--- src/rtl/neureka_outfeat_packer_pkg.sv ---
// Shared types and constants for the output-feature packer that feeds the streamer sink.
// Control/flag payloads, FSM state encoding and slot-width helper.
package neureka_outfeat_packer_pkg;

    localparam int unsigned NEUREKA_MEM_BANDWIDTH_EXT = 256;
    localparam int unsigned OUTPACK_IN_W              = 32;
    localparam int unsigned OUTPACK_LEN_W             = 16;

    typedef struct packed {
        logic                     start;
        logic [OUTPACK_LEN_W-1:0] len;
    } ctrl_outpack_t;

    typedef struct packed {
        logic                     busy;
        logic                     done;
        logic [OUTPACK_LEN_W-1:0] beat_cnt;
    } flags_outpack_t;

    typedef enum logic [1:0] {
        OUTPACK_IDLE = 2'd0,
        OUTPACK_PACK = 2'd1,
        OUTPACK_DONE = 2'd2
    } outpack_state_e;

    // Slot index width; a single-slot beat still needs a 1-bit index.
    function automatic int unsigned outpack_slot_w(input int unsigned wpb);
        return (wpb > 1) ? $clog2(wpb) : 1;
    endfunction

endpackage

--- src/rtl/neureka_outfeat_packer_if.sv ---
// Valid/ready stream with byte strobe; master drives payload, slave drives ready.
interface neureka_outfeat_packer_if #(
    parameter int unsigned DATA_W = 32
);

    logic                  valid;
    logic                  ready;
    logic [DATA_W-1:0]     data;
    logic [DATA_W/8-1:0]   strb;

    modport master (output valid, output data, output strb, input ready);
    modport slave  (input valid, input data, input strb, output ready);

endinterface

--- src/rtl/neureka_outfeat_packer.sv ---
// Packs narrow output-feature words into full-bandwidth beats with byte strobes;
// the final beat of a job is emitted partially filled with zero data/strobe in unused slots.
module neureka_outfeat_packer
    import neureka_outfeat_packer_pkg::*;
#(
    parameter int unsigned IN_W  = OUTPACK_IN_W,
    parameter int unsigned BW    = NEUREKA_MEM_BANDWIDTH_EXT,
    parameter int unsigned LEN_W = OUTPACK_LEN_W
) (
    input  logic                            clk_i,
    input  logic                            rst_i,
    input  logic                            clear_i,
    input  logic                            enable_i,
    neureka_outfeat_packer_if.slave         push_i,
    neureka_outfeat_packer_if.master        pop_o,
    input  logic                            start_i,
    input  logic [LEN_W-1:0]                len_i,
    output logic                            busy_o,
    output logic                            done_o,
    output logic [LEN_W-1:0]                beat_cnt_o
);

    localparam int unsigned WPB    = BW / IN_W;
    localparam int unsigned SLOT_W = outpack_slot_w(WPB);
    localparam int unsigned IN_B   = IN_W / 8;
    localparam int unsigned BW_B   = BW / 8;

    if (((BW % IN_W) != 0) || ((IN_W % 8) != 0)) begin : g_param_check
        $error("neureka_outfeat_packer: BW must be a multiple of IN_W and IN_W a multiple of 8");
    end

    outpack_state_e    state;
    logic [LEN_W-1:0]  remaining;
    logic [SLOT_W-1:0] slot;
    logic [BW-1:0]     beat_data;
    logic [BW_B-1:0]   beat_strb;
    logic              beat_valid;

    logic              push_ready;
    logic              push_hs;
    logic              pop_hs;
    logic              beat_full;
    logic [BW-1:0]     data_nxt;
    logic [BW_B-1:0]   strb_nxt;

    // Accept only while a job has words left and the beat register is free or draining.
    assign push_ready = enable_i & (state == OUTPACK_PACK) & (remaining != '0)
                      & (~beat_valid | pop_o.ready);
    assign push_hs    = push_i.valid & push_ready;
    assign pop_hs     = enable_i & beat_valid & pop_o.ready;
    assign beat_full  = (slot == SLOT_W'(WPB - 1)) | (remaining == LEN_W'(1));

    assign push_i.ready = push_ready;
    assign pop_o.valid  = enable_i & beat_valid;
    assign pop_o.data   = beat_data;
    assign pop_o.strb   = beat_strb;

    // Slot write-decode: slot 0 starts a fresh beat, so stale words/strobes are wiped.
    always_comb begin
        data_nxt = (slot == '0) ? '0 : beat_data;
        strb_nxt = (slot == '0) ? '0 : beat_strb;
        for (int unsigned i = 0; i < WPB; i++) begin
            if (slot == SLOT_W'(i)) begin
                data_nxt[i*IN_W +: IN_W] = push_i.data;
                strb_nxt[i*IN_B +: IN_B] = push_i.strb;
            end
        end
    end

    always_ff @(posedge clk_i or posedge rst_i) begin
        if (rst_i) begin
            state      <= OUTPACK_IDLE;
            remaining  <= '0;
            slot       <= '0;
            beat_data  <= '0;
            beat_strb  <= '0;
            beat_valid <= 1'b0;
            busy_o     <= 1'b0;
            done_o     <= 1'b0;
            beat_cnt_o <= '0;
        end else if (clear_i) begin
            state      <= OUTPACK_IDLE;
            remaining  <= '0;
            slot       <= '0;
            beat_data  <= '0;
            beat_strb  <= '0;
            beat_valid <= 1'b0;
            busy_o     <= 1'b0;
            done_o     <= 1'b0;
            beat_cnt_o <= '0;
        end else if (enable_i) begin
            unique case (state)
                OUTPACK_IDLE: begin
                    done_o <= 1'b0;
                    if (start_i) begin
                        beat_cnt_o <= '0;
                        if (len_i != '0) begin
                            remaining  <= len_i;
                            slot       <= '0;
                            beat_data  <= '0;
                            beat_strb  <= '0;
                            beat_valid <= 1'b0;
                            busy_o     <= 1'b1;
                            state      <= OUTPACK_PACK;
                        end else begin
                            done_o <= 1'b1;
                            state  <= OUTPACK_DONE;
                        end
                    end
                end

                OUTPACK_PACK: begin
                    if (pop_hs) begin
                        beat_valid <= 1'b0;
                        beat_cnt_o <= beat_cnt_o + LEN_W'(1);
                    end
                    // A push completing a beat overrides the pop's clear above.
                    if (push_hs) begin
                        beat_data <= data_nxt;
                        beat_strb <= strb_nxt;
                        remaining <= remaining - LEN_W'(1);
                        if (beat_full) begin
                            beat_valid <= 1'b1;
                            slot       <= '0;
                        end else begin
                            slot <= slot + SLOT_W'(1);
                        end
                    end
                    if ((remaining == '0) && !beat_valid) begin
                        busy_o <= 1'b0;
                        done_o <= 1'b1;
                        state  <= OUTPACK_DONE;
                    end
                end

                OUTPACK_DONE: begin
                    done_o <= 1'b0;
                    state  <= OUTPACK_IDLE;
                end

                default: begin
                    busy_o <= 1'b0;
                    done_o <= 1'b0;
                    state  <= OUTPACK_IDLE;
                end
            endcase
        end
    end

endmodule

--- src/flat_wrapper.sv ---
// flat-port wrapper written by rule: the top's interface ports become plain ports
module neureka_outfeat_packer_flat import neureka_outfeat_packer_pkg::*;
#(
    parameter int unsigned IN_W  = OUTPACK_IN_W,
    parameter int unsigned BW    = NEUREKA_MEM_BANDWIDTH_EXT,
    parameter int unsigned LEN_W = OUTPACK_LEN_W
)
  (clk_i, rst_i, clear_i, enable_i, start_i, len_i, busy_o, done_o, beat_cnt_o, push_i_valid, push_i_data, push_i_strb, push_i_ready, pop_o_valid, pop_o_data, pop_o_strb, pop_o_ready);
  neureka_outfeat_packer_if #(.DATA_W(IN_W)) push_i_i ();
  neureka_outfeat_packer_if #(.DATA_W(BW)) pop_o_i ();
  input  logic clk_i;
  input  logic rst_i;
  input  logic clear_i;
  input  logic enable_i;
  input  logic start_i;
  input  logic [LEN_W-1:0] len_i;
  output logic busy_o;
  output logic done_o;
  output logic [LEN_W-1:0] beat_cnt_o;
  input wire logic [$bits(push_i_i.valid)-1:0] push_i_valid;
  input wire logic [$bits(push_i_i.data)-1:0] push_i_data;
  input wire logic [$bits(push_i_i.strb)-1:0] push_i_strb;
  output wire logic [$bits(push_i_i.ready)-1:0] push_i_ready;
  output wire logic [$bits(pop_o_i.valid)-1:0] pop_o_valid;
  output wire logic [$bits(pop_o_i.data)-1:0] pop_o_data;
  output wire logic [$bits(pop_o_i.strb)-1:0] pop_o_strb;
  input wire logic [$bits(pop_o_i.ready)-1:0] pop_o_ready;
  assign push_i_i.valid = push_i_valid;
  assign push_i_i.data = push_i_data;
  assign push_i_i.strb = push_i_strb;
  assign push_i_ready = push_i_i.ready;
  assign pop_o_valid = pop_o_i.valid;
  assign pop_o_data = pop_o_i.data;
  assign pop_o_strb = pop_o_i.strb;
  assign pop_o_i.ready = pop_o_ready;
  neureka_outfeat_packer #(.IN_W(IN_W), .BW(BW), .LEN_W(LEN_W)) u_core (.clk_i(clk_i), .rst_i(rst_i), .clear_i(clear_i), .enable_i(enable_i), .push_i(push_i_i), .pop_o(pop_o_i), .start_i(start_i), .len_i(len_i), .busy_o(busy_o), .done_o(done_o), .beat_cnt_o(beat_cnt_o));
endmodule
--- config.mk ---
export PLATFORM = sky130hd
export DESIGN_NAME = neureka_outfeat_packer_flat
export DESIGN_NICKNAME = d
export VERILOG_FILES = /design/src/rtl/neureka_outfeat_packer_pkg.sv /design/src/rtl/neureka_outfeat_packer_if.sv /design/src/rtl/neureka_outfeat_packer.sv /design/src/flat_wrapper.sv
export SDC_FILE = /design/constraint.sdc
export NUM_CORES = 1
export LEC_CHECK = 0
export BUFFER_PORTS_ARGS = -buffer_cell sky130_fd_sc_hd__buf_2
export CAP_MARGIN = 20
export CORE_AREA = 5 5 166 168
export DETAILED_ROUTE_END_ITERATION = 12
export DIE_AREA = 0 0 171 173
export GPL_TIMING_DRIVEN = 0
export PLACE_DENSITY = 0.78
export SYNTH_ARGS = -nofsm -noshare
export SYNTH_HDL_FRONTEND = slang
export SYNTH_SLANG_ARGS = --single-unit
export TNS_END_PERCENT = 30
--- constraint.sdc ---
create_clock -name clk_i -period 12.79 [get_ports clk_i]
set_clock_uncertainty 0.15 [all_clocks]
set_input_delay 1.279 -clock clk_i [delete_from_list [all_inputs] [get_ports clk_i]]
set_output_delay 1.279 -clock clk_i [all_outputs]
set_load 0.01 [all_outputs]
* Word-level counts from Yosys, hierarchy flattened *
Cells that the tools add are included.

word-level totals
  logic and storage cells = 156
  output and inout bits = 308
  flip-flop bits (word level) = 328
  bits of input ports = 59

cells by class
  multiplexer cells = 74
  add/sub/neg operators = 3
  bitwise logic cells = 9
  equality and inequality tests = 24
  reduce and logical (&&, ||, !) cells = 23

operators with widths
  cell                   count
  $mux 256               6
  $pmux 256 s2           1
  $mux 32                14
  $mux 16                9
  $pmux 16 s2            2
  $pmux 32 s2            1
  $reduce_and 6->1       8
  $mux 4                 8
  $reduce_bool 16->1     2
  $ne 4x4->1 const B     7
  $mux 3                 6
  $mux 1                 17
  $add 16x1->16 const B  1
  $eq 16x1->1 const B    1
  $logic_not 16->1       1
  $sub 16x1->16 const B  1
  $eq 3x3->1 const B     4
  $mux 2                 5
  $reduce_and 5->1       2
  $ne 3x2->1 const B     3
  $ne 3x3->1 const B     3
  $reduce_and 4->1       2
  $and 1x1->1            6
  $eq 3x2->1 const B     2
  19 further kinds       21

* Depth between registers and ports, before layout *
  depth after elaboration = 9
  mapped depth = 10
  gate-level depth less buffers = 7

* Least setup slack after synthesis *
OpenSTA, ideal clock, no wires.

  kind = input -> output
  start = in pop_o_ready
  end = out push_i_ready
  cell stages on the path = 3
  path slack = 9.658 ns
  path buffers = 0
  required time = 11.361 ns
  arrival = 1.703 ns
  cells stage by stage = nand2b_1 > nand3_1 > nor2_1

between the ends
  cells in the longest elaborated chain, start to end = 2

ends and longest elaborated chain
  element             RTL line                      text
  start: declaration  flat_wrapper.sv:27            input wire logic [$bits(pop_o_i.ready)-1:0] pop_o_ready;
  $or 1x1->1          neureka_outfeat_packer.sv:48  & (~beat_valid | pop_o.ready);
  $and 1x1->1         neureka_outfeat_packer.sv:48
  end: declaration    flat_wrapper.sv:23            output wire logic [$bits(push_i_i.ready)-1:0] push_i_ready;

No other way between the ends.

* Worst setup path in the final report *
  start = reg u_core.remaining[4]
  end = out push_i_ready

between the ends
  cells in the longest elaborated chain, start to end = 3

ends and longest elaborated chain
  element                   RTL line                       text
  start: declaration        neureka_outfeat_packer.sv:33   logic [LEN_W-1:0] remaining;
  start signal: assignment  neureka_outfeat_packer.sv:98   remaining <= len_i;
  start signal: assignment  neureka_outfeat_packer.sv:121  remaining <= remaining - LEN_W'(1);
  $reduce_bool 16->1        neureka_outfeat_packer.sv:47   assign push_ready = enable_i & (state == OUTPACK_PACK) & (remaining != '0)
  $and 1x1->1               neureka_outfeat_packer.sv:47
  $and 1x1->1               neureka_outfeat_packer.sv:48

No other way between the ends.

==> results.json <==
{
  "ctsLongestPathBuffers": 3,
  "die_w_um": 171,
  "setup_viol": 0,
  "p_leak_nw": 8.94,
  "dpl_worst_slack_ns": 9.22,
  "core-area_um2": 25800,
  "power.switching_w": 0.000568,
  "hpwl_mm": 30.0,
  "synthDominantCellAreaShare_pct": 62.2,
  "place_congestion": 0.922,
  "crit_type": "reg2out",
  "synth_edf_count": 0,
  "yosys_warnings": 0,
  "antenna_left": 0,
  "crit_buf_inv": 3,
  "wl_per_cell_um": 25.0,
  "max_clock_freq_ghz": 0.270,
  "rr_startpoint": "u_core.remaining[4]",
  "startpoint_type": "flip-flop",
  "drc_errors": 0,
  "swShare_pct": 25.0,
  "clkPwrFrac_pct": 44.3,
  "yosys-top-cells-area": "dfrtp_1 (62%), a22o_1 (19%), buf_2 (1.8%), buf_6 (1.5%), o21ai_0 (1.2%)",
  "cts_buffers": 35,
  "regToRegSetupSlack_ns": 9.90,
  "viasPerCell": 6.21,
  "cpPeakStageDelay_ns": 0.50,
  "num_vias": 10800,
  "final_cell_mix": "buf_2 (376), dfrtp_1 (328), a22o_1 (291)",
  "hold_class": "reg2reg",
  "crit_path_start": "u_core.remaining[4]",
  "worstPathCellList": "nor4_2, and4_1, buf_4, buf_6, nor2_1, buf_2",
  "cp.required_ns": 11.36,
  "antenna_found_initial": 0,
  "crit_slowest_cell": "nor4_2",
  "clockRootBuffer": "clkbuf_16",
  "drtIter0Drc": 919,
  "ys_seq_area_share_pct": 62.2,
  "finalSetupTns_ns": 0,
  "io_pins": 367,
  "crit_path_end": "push_i_ready",
  "cp_max_fo": 10,
  "row_count": 59,
  "combinationalPowerShare_pct": 9.0,
  "grt_pass1_vias": 10800,
  "postCtsSetupBuffers": 0,
  "p_per_area_nw_per_um2": 138,
  "synth_seq_cells": 328,
  "synth_nets": 1082,
  "endpoint_kind": "output port",
  "syn_to_final_growth_pct": 24.6,
  "track_usage_pct": 28.5,
  "yosysUniqueCellTypes": 51,
  "path_clk_slew_ns": 0.06,
  "worstPathArrival_ns": 2.27,
  "synthCells": 1013,
  "p_int_w": 0.00171,
  "ir_worst_vdd_mv": 0.104,
  "die_h_um": 173,
  "n_antenna_cell": 0,
  "initial_utilization_pct": 51.2,
  "path_depth": 6,
  "status": "completed",
  "syn_area_per_cell_um2": 13.0,
  "synthesis.area_um2": 13200,
  "cts_tree": "done",
  "max_slew_margin_pct": 43.7,
  "first_pass_iters": 5,
  "gr-total-overflow": 0,
  "grt_pass1_wl_mm": 65.9,
  "clkLatencyLatePin_ns": 0.51,
  "synth_flop_cell": "dfrtp_1",
  "hold_viol": 0,
  "seq_power_share_pct": 46.7,
  "tightest_slew_ns": 0.844,
  "rsz0062_at_grt": "false",
  "maxCapViolCount": 0,
  "cts_resized": 0,
  "port-buffer-count": 329,
  "tritoncts_num_sinks": 328,
  "fin_crit_sh_pct": 28.9,
  "critPathTopFamily": "simple AND/OR/NAND/NOR gates",
  "postCtsHoldBufs": 0,
  "reg2regPathDepth": 7,
  "drive_gt1_share_pct": 33.5,
  "post-route-min-period_ns": 3.70,
  "grt_max_degree": 134,
  "r2r_end": "u_core.pop_o.data[2]",
  "h-tree-depth": 2,
  "die_area_um2": 29600,
  "finalWorstSetupSlack_ns": 9.09,
  "drt-total-wl_mm": 43.4,
  "final_common_cell": "buf_2",
  "async_flop_share_pct": 100,
  "slew_viol_final": 0,
  "fin_nets": 1450,
  "synth_top_cell_by_area": "dfrtp_1"
}
## power by group through the flow
| stage | Combinational, W | Sequential [W] | Clock [W] |
|---|---|---|---|
| after floorplan | 0.000135 | 0.00108 | 0 |
| after global placement | 0.000197 | 0.00108 | 0 |
| after detailed placement | 0.000203 | 0.00108 | 0 |
| after CTS | 0.000204 | 0.00106 | 0.00102 |
| after global routing | 0.000224 | 0.00106 | 0.00106 |
| final | 0.000205 | 0.00106 | 0.00101 |
## logic make-up after synthesis
logic type | after synthesis | share of synthesized area (%)
buffers and inverters | 119 | 4.91
muxes | 3 | 0.228
adders and majority gates | 10 | 0.949
DFF | 328 | 62.2
and+or+nand+nor | 157 | 6.97
xor gates and xnor gates | 1 | 0.0664
AOI/OAI and AO/OA | 395 | 24.6
## stage by stage
stage	utilization, %	hold WS, ns	power, W	area (um^2)	cells
2_1_floorplan	-	0.318	0.00121	13200	1013
3_3_place_gp	59.2	0.312	0.00128	15300	1677
3_5_place_dp	59.4	0.320	0.00128	15300	1679
4_1_cts	63.8	0.332	0.00228	16400	1736
5_1_grt	63.8	0.358	0.00235	16400	1736
6_report	63.8	0.331	0.00227	16400	1736
## synth_stat cells, drive strengths merged (6+ instances only)
library cell and n:
nand3 8, o21ai 43, inv 11, ha 10, a21oi 27, nor4 20
o31ai 14, nand2 28, and2 7, and4 6, or4 7, nor3 17
buf 104, and3 10, nand2b 6, a22o 291, nor2 24, or3 7
dfrtp 328, nand4 8
## layer usage
metal | vias to the layer above | share of wire [%] | global-route usage [%]
li1 | 4610 | - | -
met1 | 5495 | 39 | 37.6
met2 | 559 | 48 | 46.1
met3 | 118 | 8.3 | 5.57
met4 | 0 | 4.7 | 12.1
met5 | - | 0 | 0
## flip-flops by register name (all words and copies together) (netlist names)
| name | cells |
|---|---|
| u_core.pop_o.data | 256 |
| u_core.pop_o.strb | 32 |
| u_core.beat_cnt_o | 16 |
| u_core.remaining | 16 |
| u_core.slot | 3 |
| u_core.state | 2 |
| u_core.beat_valid | 1 |
| u_core.busy_o | 1 |
| u_core.done_o | 1 |
## worst min-delay path by stage
stage	from	end	slack, ns	cells past startpoint
6_report	u_core.done_o	u_core.done_o	0.33	1
5_1_grt	u_core.pop_o.data[130]	u_core.pop_o.data[130]	0.36	1
4_1_cts	u_core.done_o	u_core.done_o	0.33	1
3_5_place_dp	u_core.done_o	u_core.done_o	0.32	1
3_3_place_gp	u_core.done_o	u_core.done_o	0.31	1
2_1_floorplan	u_core.remaining[15]	u_core.remaining[15]	0.32	2
## layout make-up
| type | count | area [um^2] |
|---|---|---|
| plain buffers | 108 | 607 |
| flip-flops and latches | 328 | 8210 |
| clock buffers | 46 | 957 |
| fillers | 2005 | 9330 |
| repair buffers | 331 | 1700 |
| inverters | 11 | 48.8 |
| well taps | 335 | 419 |
| multi-input cells | 566 | 4330 |
| clock inverters | 11 | 163 |
(Power assumes the default switching activity.)
